## src/rtl/pool_pkg.sv

```systemverilog
// Shared defaults and helpers for the 2x2 stride-2 max-pooling block.
package pool_pkg;

    localparam int unsigned IMG_W_DEF = 24;
    localparam int unsigned IMG_H_DEF = 20;
    localparam int unsigned DW_DEF    = 16;

    localparam int unsigned COL_W = $clog2(IMG_W_DEF);
    localparam int unsigned ROW_W = $clog2(IMG_H_DEF);

    // Widest operand max_u handles; callers zero-extend and truncate.
    localparam int unsigned MAX_DW = 64;

    function automatic int unsigned cnt_w(input int unsigned n);
        return (n > 1) ? $clog2(n) : 1;
    endfunction

    function automatic logic [MAX_DW-1:0] max_u(input logic [MAX_DW-1:0] a,
                                                input logic [MAX_DW-1:0] b);
        return (a > b) ? a : b;
    endfunction

endpackage

```

## src/rtl/pool_line_buf.sv

```systemverilog
// Half-row buffer: synchronous write, combinational read.
module pool_line_buf #(
    parameter int unsigned DEPTH = 12,
    parameter int unsigned DW    = 16,
    parameter int unsigned AW    = 4
) (
    input  logic          clk,
    input  logic          we,
    input  logic [AW-1:0] waddr,
    input  logic [DW-1:0] wdata,
    input  logic [AW-1:0] raddr,
    output logic [DW-1:0] rdata
);

    logic [DW-1:0] mem [DEPTH];

    always_ff @(posedge clk) begin
        if (we) begin
            mem[waddr] <= wdata;
        end
    end

    assign rdata = mem[raddr];

endmodule

```

## src/rtl/pooling.sv

```systemverilog
// Streaming 2x2 stride-2 max pooling over a raster-order pixel stream.
module pooling
    import pool_pkg::*;
#(
    parameter int unsigned IMG_W = IMG_W_DEF,
    parameter int unsigned IMG_H = IMG_H_DEF,
    parameter int unsigned DW    = DW_DEF
) (
    input  logic          clk,
    input  logic          Rst_n,
    input  logic [DW-1:0] s_data,
    input  logic          valid_in,
    output logic [DW-1:0] result,
    output logic          valid_out
);

    localparam int unsigned CW = cnt_w(IMG_W);
    localparam int unsigned RW = cnt_w(IMG_H);
    localparam int unsigned AW = cnt_w(IMG_W / 2);

    logic [CW-1:0] col;
    logic [RW-1:0] row;
    logic [DW-1:0] hold;
    logic [DW-1:0] hmax;
    logic [DW-1:0] win_max;
    logic [DW-1:0] lb_rdata;
    logic [AW-1:0] lb_addr;
    logic          lb_we;
    logic          col_last;
    logic          row_last;

    assign col_last = (col == CW'(IMG_W - 1));
    assign row_last = (row == RW'(IMG_H - 1));
    assign lb_addr  = AW'(col >> 1);

    assign hmax    = DW'(max_u(MAX_DW'(hold), MAX_DW'(s_data)));
    assign win_max = DW'(max_u(MAX_DW'(lb_rdata), MAX_DW'(hmax)));

    // Top row of each pair parks its horizontal max until the bottom row arrives.
    assign lb_we = Rst_n & valid_in & col[0] & ~row[0];

    pool_line_buf #(
        .DEPTH (IMG_W / 2),
        .DW    (DW),
        .AW    (AW)
    ) u_line_buf (
        .clk   (clk),
        .we    (lb_we),
        .waddr (lb_addr),
        .wdata (hmax),
        .raddr (lb_addr),
        .rdata (lb_rdata)
    );

    always_ff @(posedge clk) begin
        if (!Rst_n) begin
            col       <= '0;
            row       <= '0;
            hold      <= '0;
            result    <= '0;
            valid_out <= 1'b0;
        end else begin
            valid_out <= 1'b0;
            if (valid_in) begin
                if (!col[0]) begin
                    hold <= s_data;
                end else if (row[0]) begin
                    result    <= win_max;
                    valid_out <= 1'b1;
                end

                if (col_last) begin
                    col <= '0;
                    row <= row_last ? '0 : row + RW'(1);
                end else begin
                    col <= col + CW'(1);
                end
            end
        end
    end

endmodule

```

## config.mk

```make
export PLATFORM = sky130hd
export DESIGN_NAME = pooling
export DESIGN_NICKNAME = d
export VERILOG_FILES = /design/src/rtl/pool_pkg.sv /design/src/rtl/pool_line_buf.sv /design/src/rtl/pooling.sv
export SDC_FILE = /design/constraint.sdc
export NUM_CORES = 1
export LEC_CHECK = 0
export CORE_MARGIN = 1
export CORE_UTILIZATION = 66
export DETAILED_ROUTE_END_ITERATION = 16
export PLACE_DENSITY = 0.85
export SETUP_SLACK_MARGIN = 0.15
export SLEW_MARGIN = 40
export SYNTH_ARGS = -nofsm -noshare
export SYNTH_HDL_FRONTEND = slang
export SYNTH_SLANG_ARGS = --single-unit
export TNS_END_PERCENT = 1
```

## constraint.sdc

```tcl
create_clock -name clk -period 16.4 [get_ports clk]
set_clock_uncertainty 0.15 [all_clocks]
set_input_delay 4.92 -clock clk [delete_from_list [all_inputs] [get_ports clk]]
set_output_delay 4.92 -clock clk [all_outputs]
set_load 0.01 [all_outputs]
```

==> flow_summary.yaml, run 1 <==
setup_path:
  crit_buf_inv: 3
  crit_arrival_ns: 10.06
  path_delay_family: "compound AO/OA/AOI/OAI gates"
  cpPeakStageDelay_ns: 0.60
  path_cells: "clkdlybuf4s50_1, inv_1, ha_1, nand4_2, nor4_4, a21boi_4, or3_2, a311o_1, inv_1, ha_1, nand4_1, nor3_1, a21bo_2, and3_1, o21ai_2, o221ai_1"
  required_ns: 16.61
  crit_path_end_kind: "flop"
  critPathKind: "in -> reg"
  regToRegSetupSlack_ns: 11.17
  startpoint_type: "input port"
  crit_slowest_cell: "a311o_1"
  crit_fanout: 17
final_layout:
  utilization: 0.770
  insertedDiodeCount: 0
  final_nets: 811
  drive_above_1_share: 0.164
  fillCellCount: 841
  fin_area_sq_um: 11800
  area_delta_synth_final_pct: 12.6
placed_design:
  globalplace.congestion: 0.944
  hpwl_um: 14700
  placed_cell_area_sq_um: 11100
  io_buffers: 35
routing:
  avgViaCountPerCell: 6.66
  num_vias: 6562
  route.antenna.remaining_nets: 0
  dr.pass1.iters: 6
  drt_iter0_drc: 686
  drc_errors: 0
  routed_wl_um: 24200
  wl_per_cell_um: 24.6
synth:
  seq_area_frac_synth: 0.638
  ys.warnings.count: 0
  synth_nets: 770
  synth.largest_area_cell: "edfxtp_1"
  synth_area_leaders: "edfxtp_1 55%, mux4_2 10%, dfxtp_1 9.0%, ha_1 4.0%, nand2_1 2.8%"
  ys_seq_elements: 239
  synth.avg_cell_area_sq_um: 14.7
  synth_cells: 717
  async_flop_share: 0
  synth-edff-count: 192
  synth_flop_cell: "edfxtp_1"
  synth.cell_area_sq_um: 10500
  yosysUniqueCellTypes: 50
  netlist.area_leader.share: 0.548
timing:
  setup_viol: 0
  hold_viol_final: 0
  rsz0062_at_grt: "no"
  fin_setup_tns_ns: 0
  fmax_ghz: 0.102
  hold-worst-slack_ns: 0.332
  tightest_slew_ns: 0.824
  period_share: 0.600
  maxSlewViolCount: 0
  fin_crit_ns: 9.85
  slew_headroom: 0.447
clock_tree:
  cts.sinks: 239
  post_cts_resized: 0
  cts_made_buffers: 23
  cts_root_buf: "clkbuf_16"
  cts_max_path_buffers: 3
  hold_buffers: 0
  clk_latency_ns: 0.51
  cts_tree: "yes"
  path_clk_slew_ns: 0.07
  post_cts.repair.setup_buffers: 0
  cts_max_level: 1
floorplanning:
  ios: 36
  core_area_sq_um: 15400
  num_rows: 45
  dieArea_sq_um: 16400
  start_util: 0.684
  die_w_um: 128
  die_h_um: 128
global_routing:
  grt_pass1_vias: 6567
  antenna_found_initial: 0
  grt_pass1_wl_um: 37600
  grtUsageTotal: 0.313
  grt-ovfl-total: 0
  grt_max_degree: 33
run_status:
  status: "completed"
run:
  max_cap_violations: 0
power_and_ir_drop:
  powerDensity_nw_per_um2: 107
  leakage_nw: 3.97
  ir_drop_mv: 0.0980
min_path:
  hp-class: "reg -> reg"
-- power breakdown --
group	total, W	internal [W]	switching [W]
combinational	0.0000932	0.0000359	0.0000573
sequential	0.000672	0.000665	0.00000660
clock	0.000506	0.000289	0.000218
-- cell usage after synthesis (2+ instances only) --
library cell	instances
o211ai_1	15
nand4_1	22
a311oi_1	5
mux4_2	48
buf_1	4
inv_1	35
mux2i_1	17
a311o_1	2
edfxtp_1	192
buf_2	8
nor2b_1	5
a21o_1	2
o21ai_0	19
clkbuf_1	23
dfxtp_1	47
a311oi_4	9
ha_1	34
a21oi_1	35
nor2_1	34
xor2_1	3
nand3_1	22
or3_1	3
nand2_1	79
nand2b_1	5
nor3b_1	3
nor3_1	22
-- path summary, 6_finish.rpt --
check / from / to / cells after the start
worst max-delay path: s_data[15] / result[0] / 16
worst min register to register: hold[2] / hold[2] / 2
worst max register to register: hold[15] / result[0] / 14
worst min-delay path: hold[2] / hold[2] / 2
-- routing by layer --
layer  global-route usage  wire [um]  up-vias
met2                0.517      11900      418
met5                    0          0        -
li1                     -          -     2846
met1                0.413       9130     3232
met4                0.130        883        0
met3               0.0605       2300       66
-- worst register-to-register path, delay by kind of cell (launching register included) --
| kind | cells | cell delay, ns |
|---|---|---|
| AOI/OAI and AO/OA | 5 | 2.09 |
| adders and majority gates | 2 | 0.69 |
| DFF | 1 | 0.36 |
| buffers and inverters | 1 | 0.14 |
| and+or+nand+nor | 6 | 1.67 |
-- final cells by class --
| cell class | instances | area, sq um | share of cell area |
|---|---|---|---|
| sequential | 239 | 6710 | 0.567 |
| multi-input combinational | 403 | 3510 | 0.296 |
| clock buffer | 26 | 587 | 0.0496 |
| timing repair buffer | 55 | 513 | 0.0433 |
| tap | 211 | 264 | 0.0223 |
| inverter | 36 | 135 | 0.0114 |
| clock inverter | 15 | 126 | 0.0107 |
-- cells by family (layout without fill, tap and decap cells) --
group / Yosys count / in the layout / share of synthesized area
multiplexers: 65 / 65 / 0.119
AO/OA/AOI/OAI: 99 / 99 / 0.0781
flip-flops: 239 / 239 / 0.638
AND/OR/NAND/NOR: 202 / 202 / 0.0913
XOR/XNOR: 3 / 3 / 0.00250
adder cells (fa/ha/maj): 34 / 34 / 0.0405
buffers and inverters: 75 / 132 / 0.0307
-- stage by stage --
step / std cells / worst slack (ns) / power [W]
6_report: 985 / 6.55 / 0.00127
4_1_cts: 985 / 6.62 / 0.00128
2_1_floorplan: 717 / 7.74 / 0.000749
5_1_grt: 985 / 6.26 / 0.00131
3_3_place_gp: 943 / 5.76 / 0.000769
3_5_place_dp: 944 / 6.13 / 0.000775
-- sequential cells by signal, summed over array words and instances (netlist names), named ones only --
register and flops:
result 16, u_line_buf.mem 192, hold 16, row 5, col 5, valid_out 1
-- cell usage in the layout (no fill, tap or decap), types with 4 or more instances in the layout --
cell	count
edfxtp_1	192
nand2_1	79
mux4_2	48
dfxtp_1	46
inv_1	35
a21oi_1	35
clkdlybuf4s50_1	35
nor2_1	34
ha_1	34
clkbuf_16	23
nand3_1	22
nand4_1	22
nor3_1	19
o21ai_0	19
buf_4	19
mux2i_1	17
o211ai_1	15
a311oi_4	9
a311oi_1	5
nand2b_1	5
clkinv_1	5
clkinv_2	5
nor2b_1	4
Power figures use the tool's default switching activity.
==> inputs of run 2 (changes only) <==
Settings changed: CORE_UTILIZATION 66 to 55, PLACE_DENSITY 0.85 to 0.76.
Clock period 16.4 ns to 9 ns, I/O delays scaled along.
==> run 2 against run 1 <==
  * Sequential power rose by 82%
  * Non-clock buffer count rose by 3
  * Global-route usage fell by 6.9 points
  * Wire length fell by 5.1%
  * Largest cell class unchanged
  * Critical endpoint is now result[2]
  * Sequential share of layout area fell by 0.60 points
  * Flip-flop and latch count did not move
  * Clock power rose by 95%
  * Cell count rose by 3.1%
  * Core utilization fell by 13 points
==> flow_summary.yaml, run 2 (same netlist as run 1, synthesis figures left out) <==
run_status:
  status: "completed"
timing:
  maxSlewViolCount: 0
  period_share: 0.835
  rsz0062_at_grt: "no"
  fin_crit_ns: 7.52
  fin_setup_tns_ns: 0
  setup_viol: 0
  tightest_slew_ns: 0.788
  hold-worst-slack_ns: 0.318
  final.setup.worst_slack_ns: 1.48
  hold_viol_final: 0
  fmax_ghz: 0.133
  slew_headroom: 0.471
final_layout:
  final_nets: 816
  insertedDiodeCount: 0
  most-common-layout-cells: "192 x edfxtp_1, 78 x nand2_1, 48 x mux4_2"
  finalNonFillerCells: 1016
  largest_register_ffs: 192
  largestRegisters: "u_line_buf.mem (192), hold (16), result (16)"
  regMostFlops: "u_line_buf.mem"
  area_delta_synth_final_pct: 13.9
  drive_above_1_share: 0.170
  final_common_cell: "edfxtp_1"
floorplanning:
  dieArea_sq_um: 19700
  die_h_um: 140
  core_area_sq_um: 18700
  die_w_um: 140
  num_rows: 50
  start_util: 0.562
  ios: 36
routing:
  dr.pass1.iters: 5
  route.antenna.remaining_nets: 0
  drt_iter0_drc: 518
  wl_per_cell_um: 22.6
  avgViaCountPerCell: 6.22
  num_vias: 6323
  drc_errors: 0
  routed_wl_um: 23000
clock_tree:
  cts_max_level: 1
  cts.sinks: 239
  path_clk_slew_ns: 0.06
  post_cts.repair.setup_buffers: 0
  cts_made_buffers: 25
  clk_latency_ns: 0.53
  post_cts_resized: 0
  cts_max_path_buffers: 3
  cts_root_buf: "clkbuf_16"
  cts_tree: "yes"
  hold_buffers: 0
global_routing:
  grt_max_degree: 33
  grt-ovfl-total: 0
  grt_pass1_wl_um: 36000
  antenna_found_initial: 0
  grt_pass1_vias: 6451
  grtUsageTotal: 0.245
setup_path:
  crit_fanout: 17
  regToRegSetupSlack_ns: 3.86
  required_ns: 9.23
  startpoint_type: "input port"
  crit_path_end_kind: "flop"
  crit_arrival_ns: 7.75
  critPathKind: "in -> reg"
placed_design:
  hpwl_um: 14400
  io_buffers: 35
  pre_cts_ws_ns: 1.07
  placed_cells: 970
  globalplace.congestion: 0.900
min_path:
  hp-class: "reg -> reg"
power_and_ir_drop:
  ir_drop_mv: 0.180
  leakage_nw: 4.01
  powerDensity_nw_per_um2: 199
run:
  max_cap_violations: 0
## run 2: cell types whose count changed in the layout (fill, tap and decap cells not counted), sizes merged
cell / change
buf: +3
clkinvlp: +3
inv: +2
clkbuf: +1
clkinv: -1
## run 2: worst paths after layout
| kind | cells past startpoint | start | to |
|---|---|---|---|
| worst max-delay path | 16 | s_data[13] | result[2] |
| worst min-delay path | 2 | hold[0] | hold[0] |
| worst max register to register | 14 | hold[13] | result[2] |
| worst min register to register | 2 | hold[0] | hold[0] |
## run 2: stage by stage
step                cell area (sq um)  power, W  utilization
global placement                11200   0.00141        0.596
global route                    12000   0.00246        0.640
detailed placement              11200   0.00141        0.597
finish                          12000   0.00238        0.640
floorplan                       10500   0.00136            -
CTS                             12000   0.00240        0.640
## run 2: critical path, cell delays in order
cell and delay (ns):
clkdlybuf4s50_1 0.51, inv_1 0.07, ha_1 0.32, a21oi_1 0.17, a2bb2oi_2 0.57, nand3_1 0.13
or3_1 0.64, buf_4 0.31, a311oi_1 0.65, ha_1 0.38, a41o_1 0.25, a21oi_1 0.11
or3_1 0.14, nand3_1 0.41, nand3_1 0.27, o211ai_1 0.11
## run 2: final cells by class
| class | count | area [sq um] |
|---|---|---|
| Multi-Input combinational cell | 403 | 3500 |
| Sequential cell | 239 | 6710 |
| Timing Repair Buffer | 58 | 536 |
| Clock inverter | 19 | 161 |
| Tap cell | 234 | 293 |
| Clock buffer | 27 | 633 |
| Inverter | 36 | 135 |
| Fill cell | 1295 | 6740 |
## run 2: report_power, final
group | internal (W) | switching [W]
registers | 0.00121 | 0.0000118
clock network | 0.000570 | 0.000418
logic | 0.0000657 | 0.000102
total | 0.00185 | 0.000532
## run 2: per-layer routing
metal	routed length [um]	track usage	vias to the layer above
li1	-	-	2856
met1	9070	0.318	3128
met2	11400	0.416	281
met3	1750	0.0438	58
met4	732	0.0885	0
met5	0	0	-
==> inputs of run 3 (changes only) <==
Settings changed: CORE_UTILIZATION 55 to 61, PLACE_DENSITY 0.76 to 0.79.
Clock period 9 ns to 7 ns, I/O delays scaled along.
==> run 3 against run 2 <==
  * Sequential share of layout area shrank 0.71 points
  * Core utilization increased by 8.6 points
  * Cell count is 0.49% higher
  * Count of clock-buffer cells in the layout grew 4
  * Non-clock buffer count is 19 higher
  * Critical path type unchanged
==> flow_summary.yaml, run 3 (same netlist as run 1, synthesis figures left out) <==
global_routing:
  grtUsageTotal: 0.278
  antenna_found_initial: 0
  grt_pass1_wl_um: 37200
  grt_pass1_vias: 6635
  grt-ovfl-total: 0
  grt_max_degree: 33
final_layout:
  seqCellArea_sq_um: 6710
  insertedDiodeCount: 0
  fillCellCount: 1046
  largest_register_ffs: 192
  drive_above_1_share: 0.184
  final_common_cell: "edfxtp_1"
  regMostFlops: "u_line_buf.mem"
  most-common-layout-cells: "192 x edfxtp_1, 79 x nand2_1, 48 x mux4_2"
  area_delta_synth_final_pct: 15.3
  fin_area_sq_um: 12100
  largestRegisters: "u_line_buf.mem (192), hold (16), result (16)"
  multi_input_area_sq_um: 3500
  final_nets: 835
  finalNonFillerCells: 1021
setup_path:
  r2r_end: "result[0]"
  crit_arrival_ns: 6.56
  critPathKind: "in -> reg"
  crit_fanout: 16
  r2r-start: "hold[15]"
  crit_path_end_kind: "flop"
  startpoint_type: "input port"
  crit_start: "s_data[15]"
  required_ns: 7.23
  crit_end: "result[0]"
  regToRegSetupSlack_ns: 2.43
  ff2ff_path_depth: 14
clock_tree:
  post_cts_resized: 0
  cts_max_path_buffers: 3
  cts.sinks: 239
  path_clk_slew_ns: 0.06
  post_cts.repair.setup_buffers: 0
  cts_max_level: 1
  hold_buffers: 0
  cts_root_buf: "clkbuf_16"
  clk_latency_ns: 0.54
  cts_made_buffers: 25
  cts_tree: "yes"
timing:
  slew_headroom: 0.518
  maxSlewViolCount: 0
  fin_crit_ns: 6.33
  tightest_slew_ns: 0.723
  fmax_ghz: 0.158
  setup_viol: 0
  fin_setup_tns_ns: 0
  rsz0062_at_grt: "no"
  period_share: 0.905
  hold_viol_final: 0
  final.setup.worst_slack_ns: 0.668
routing:
  drc_errors: 0
  wl_per_cell_um: 23.0
  drt_iter0_drc: 507
  routed_wl_um: 23500
  dr.pass1.iters: 5
  route.antenna.remaining_nets: 0
  avgViaCountPerCell: 6.43
  num_vias: 6560
min_path:
  hp-class: "reg -> reg"
power_and_ir_drop:
  leakage_nw: 4.12
  ir_drop_mv: 0.230
  powerDensity_nw_per_um2: 257
  p_total_w: 0.00312
floorplanning:
  num_rows: 47
  core_area_sq_um: 16700
  die_h_um: 133
  dieArea_sq_um: 17800
  start_util: 0.629
  die_w_um: 133
  ios: 36
placed_design:
  globalplace.congestion: 0.896
  io_buffers: 35
  placed_cell_area_sq_um: 11300
  pre_cts_ws_ns: 0.235
  hpwl_um: 14700
  placed_cells: 975
run:
  max_cap_violations: 0
run_status:
  status: "completed"
run 3: changes by cell type in the layout (fill, tap and decap cells not counted), moves of 2 or more:
cell	previous run	this run
clkinv_2	5	2
clkbuf_1	2	6
clkinv_1	6	8
clkinvlp_2	2	0
clkinvlp_4	2	0
buf_4	22	40
run 3: final cells by class:
type                    count  share of cell area
clock buffers              31              0.0535
clock inverters            15              0.0131
inverters                  36              0.0111
multi-input cells         403               0.289
flip-flops and latches    239               0.554
well taps                 220              0.0227
repair buffers             77              0.0570
run 3: per-layer routing:
layer / vias up / global-route usage / wire [um]
li1: 2904 / - / -
met1: 3261 / 0.365 / 9240
met2: 321 / 0.465 / 11700
met3: 74 / 0.0487 / 1790
met4: 0 / 0.111 / 842
met5: - / 0 / 0
run 3: worst min-delay path by stage:
stage / startpoint / endpoint / slack [ns] / depth (start not counted)
2_1_floorplan: hold[0] / hold[0] / 0.29 / 2
3_3_place_gp: hold[0] / hold[0] / 0.30 / 2
3_5_place_dp: hold[0] / hold[0] / 0.31 / 2
4_1_cts: hold[0] / hold[0] / 0.33 / 2
5_1_grt: hold[0] / hold[0] / 0.35 / 2
6_report: hold[0] / hold[0] / 0.33 / 2
run 3: power by group:
group | total (W) | leakage [nW] | internal, W | switching, W
logic | 0.000235 | 1.61 | 0.0000977 | 0.000137
registers | 0.00157 | 2.11 | 0.00156 | 0.0000152
clock network | 0.00131 | 0.392 | 0.000771 | 0.000541
run 3: critical path, stage by stage:
cell             delay, ns
clkdlybuf4s50_1       0.50
inv_1                 0.07
ha_1                  0.36
nand4_2               0.20
nor4_4                0.42
a21boi_4              0.28
or3_1                 0.25
buf_4                 0.24
a311oi_4              0.12
ha_1                  0.33
nand4_1               0.16
nor3_1                0.29
a21bo_2               0.27
and3_1                0.15
o21ai_2               0.57
o221ai_1              0.25
run 3: per-stage QoR:
| stage | hold slack, ns | util |
|---|---|---|
| 6_report | 0.331 | 0.726 |
| 5_1_grt | 0.347 | 0.726 |
| 4_1_cts | 0.330 | 0.726 |
| 3_5_place_dp | 0.306 | 0.678 |
| 3_3_place_gp | 0.297 | 0.676 |
| 2_1_floorplan | 0.286 | - |
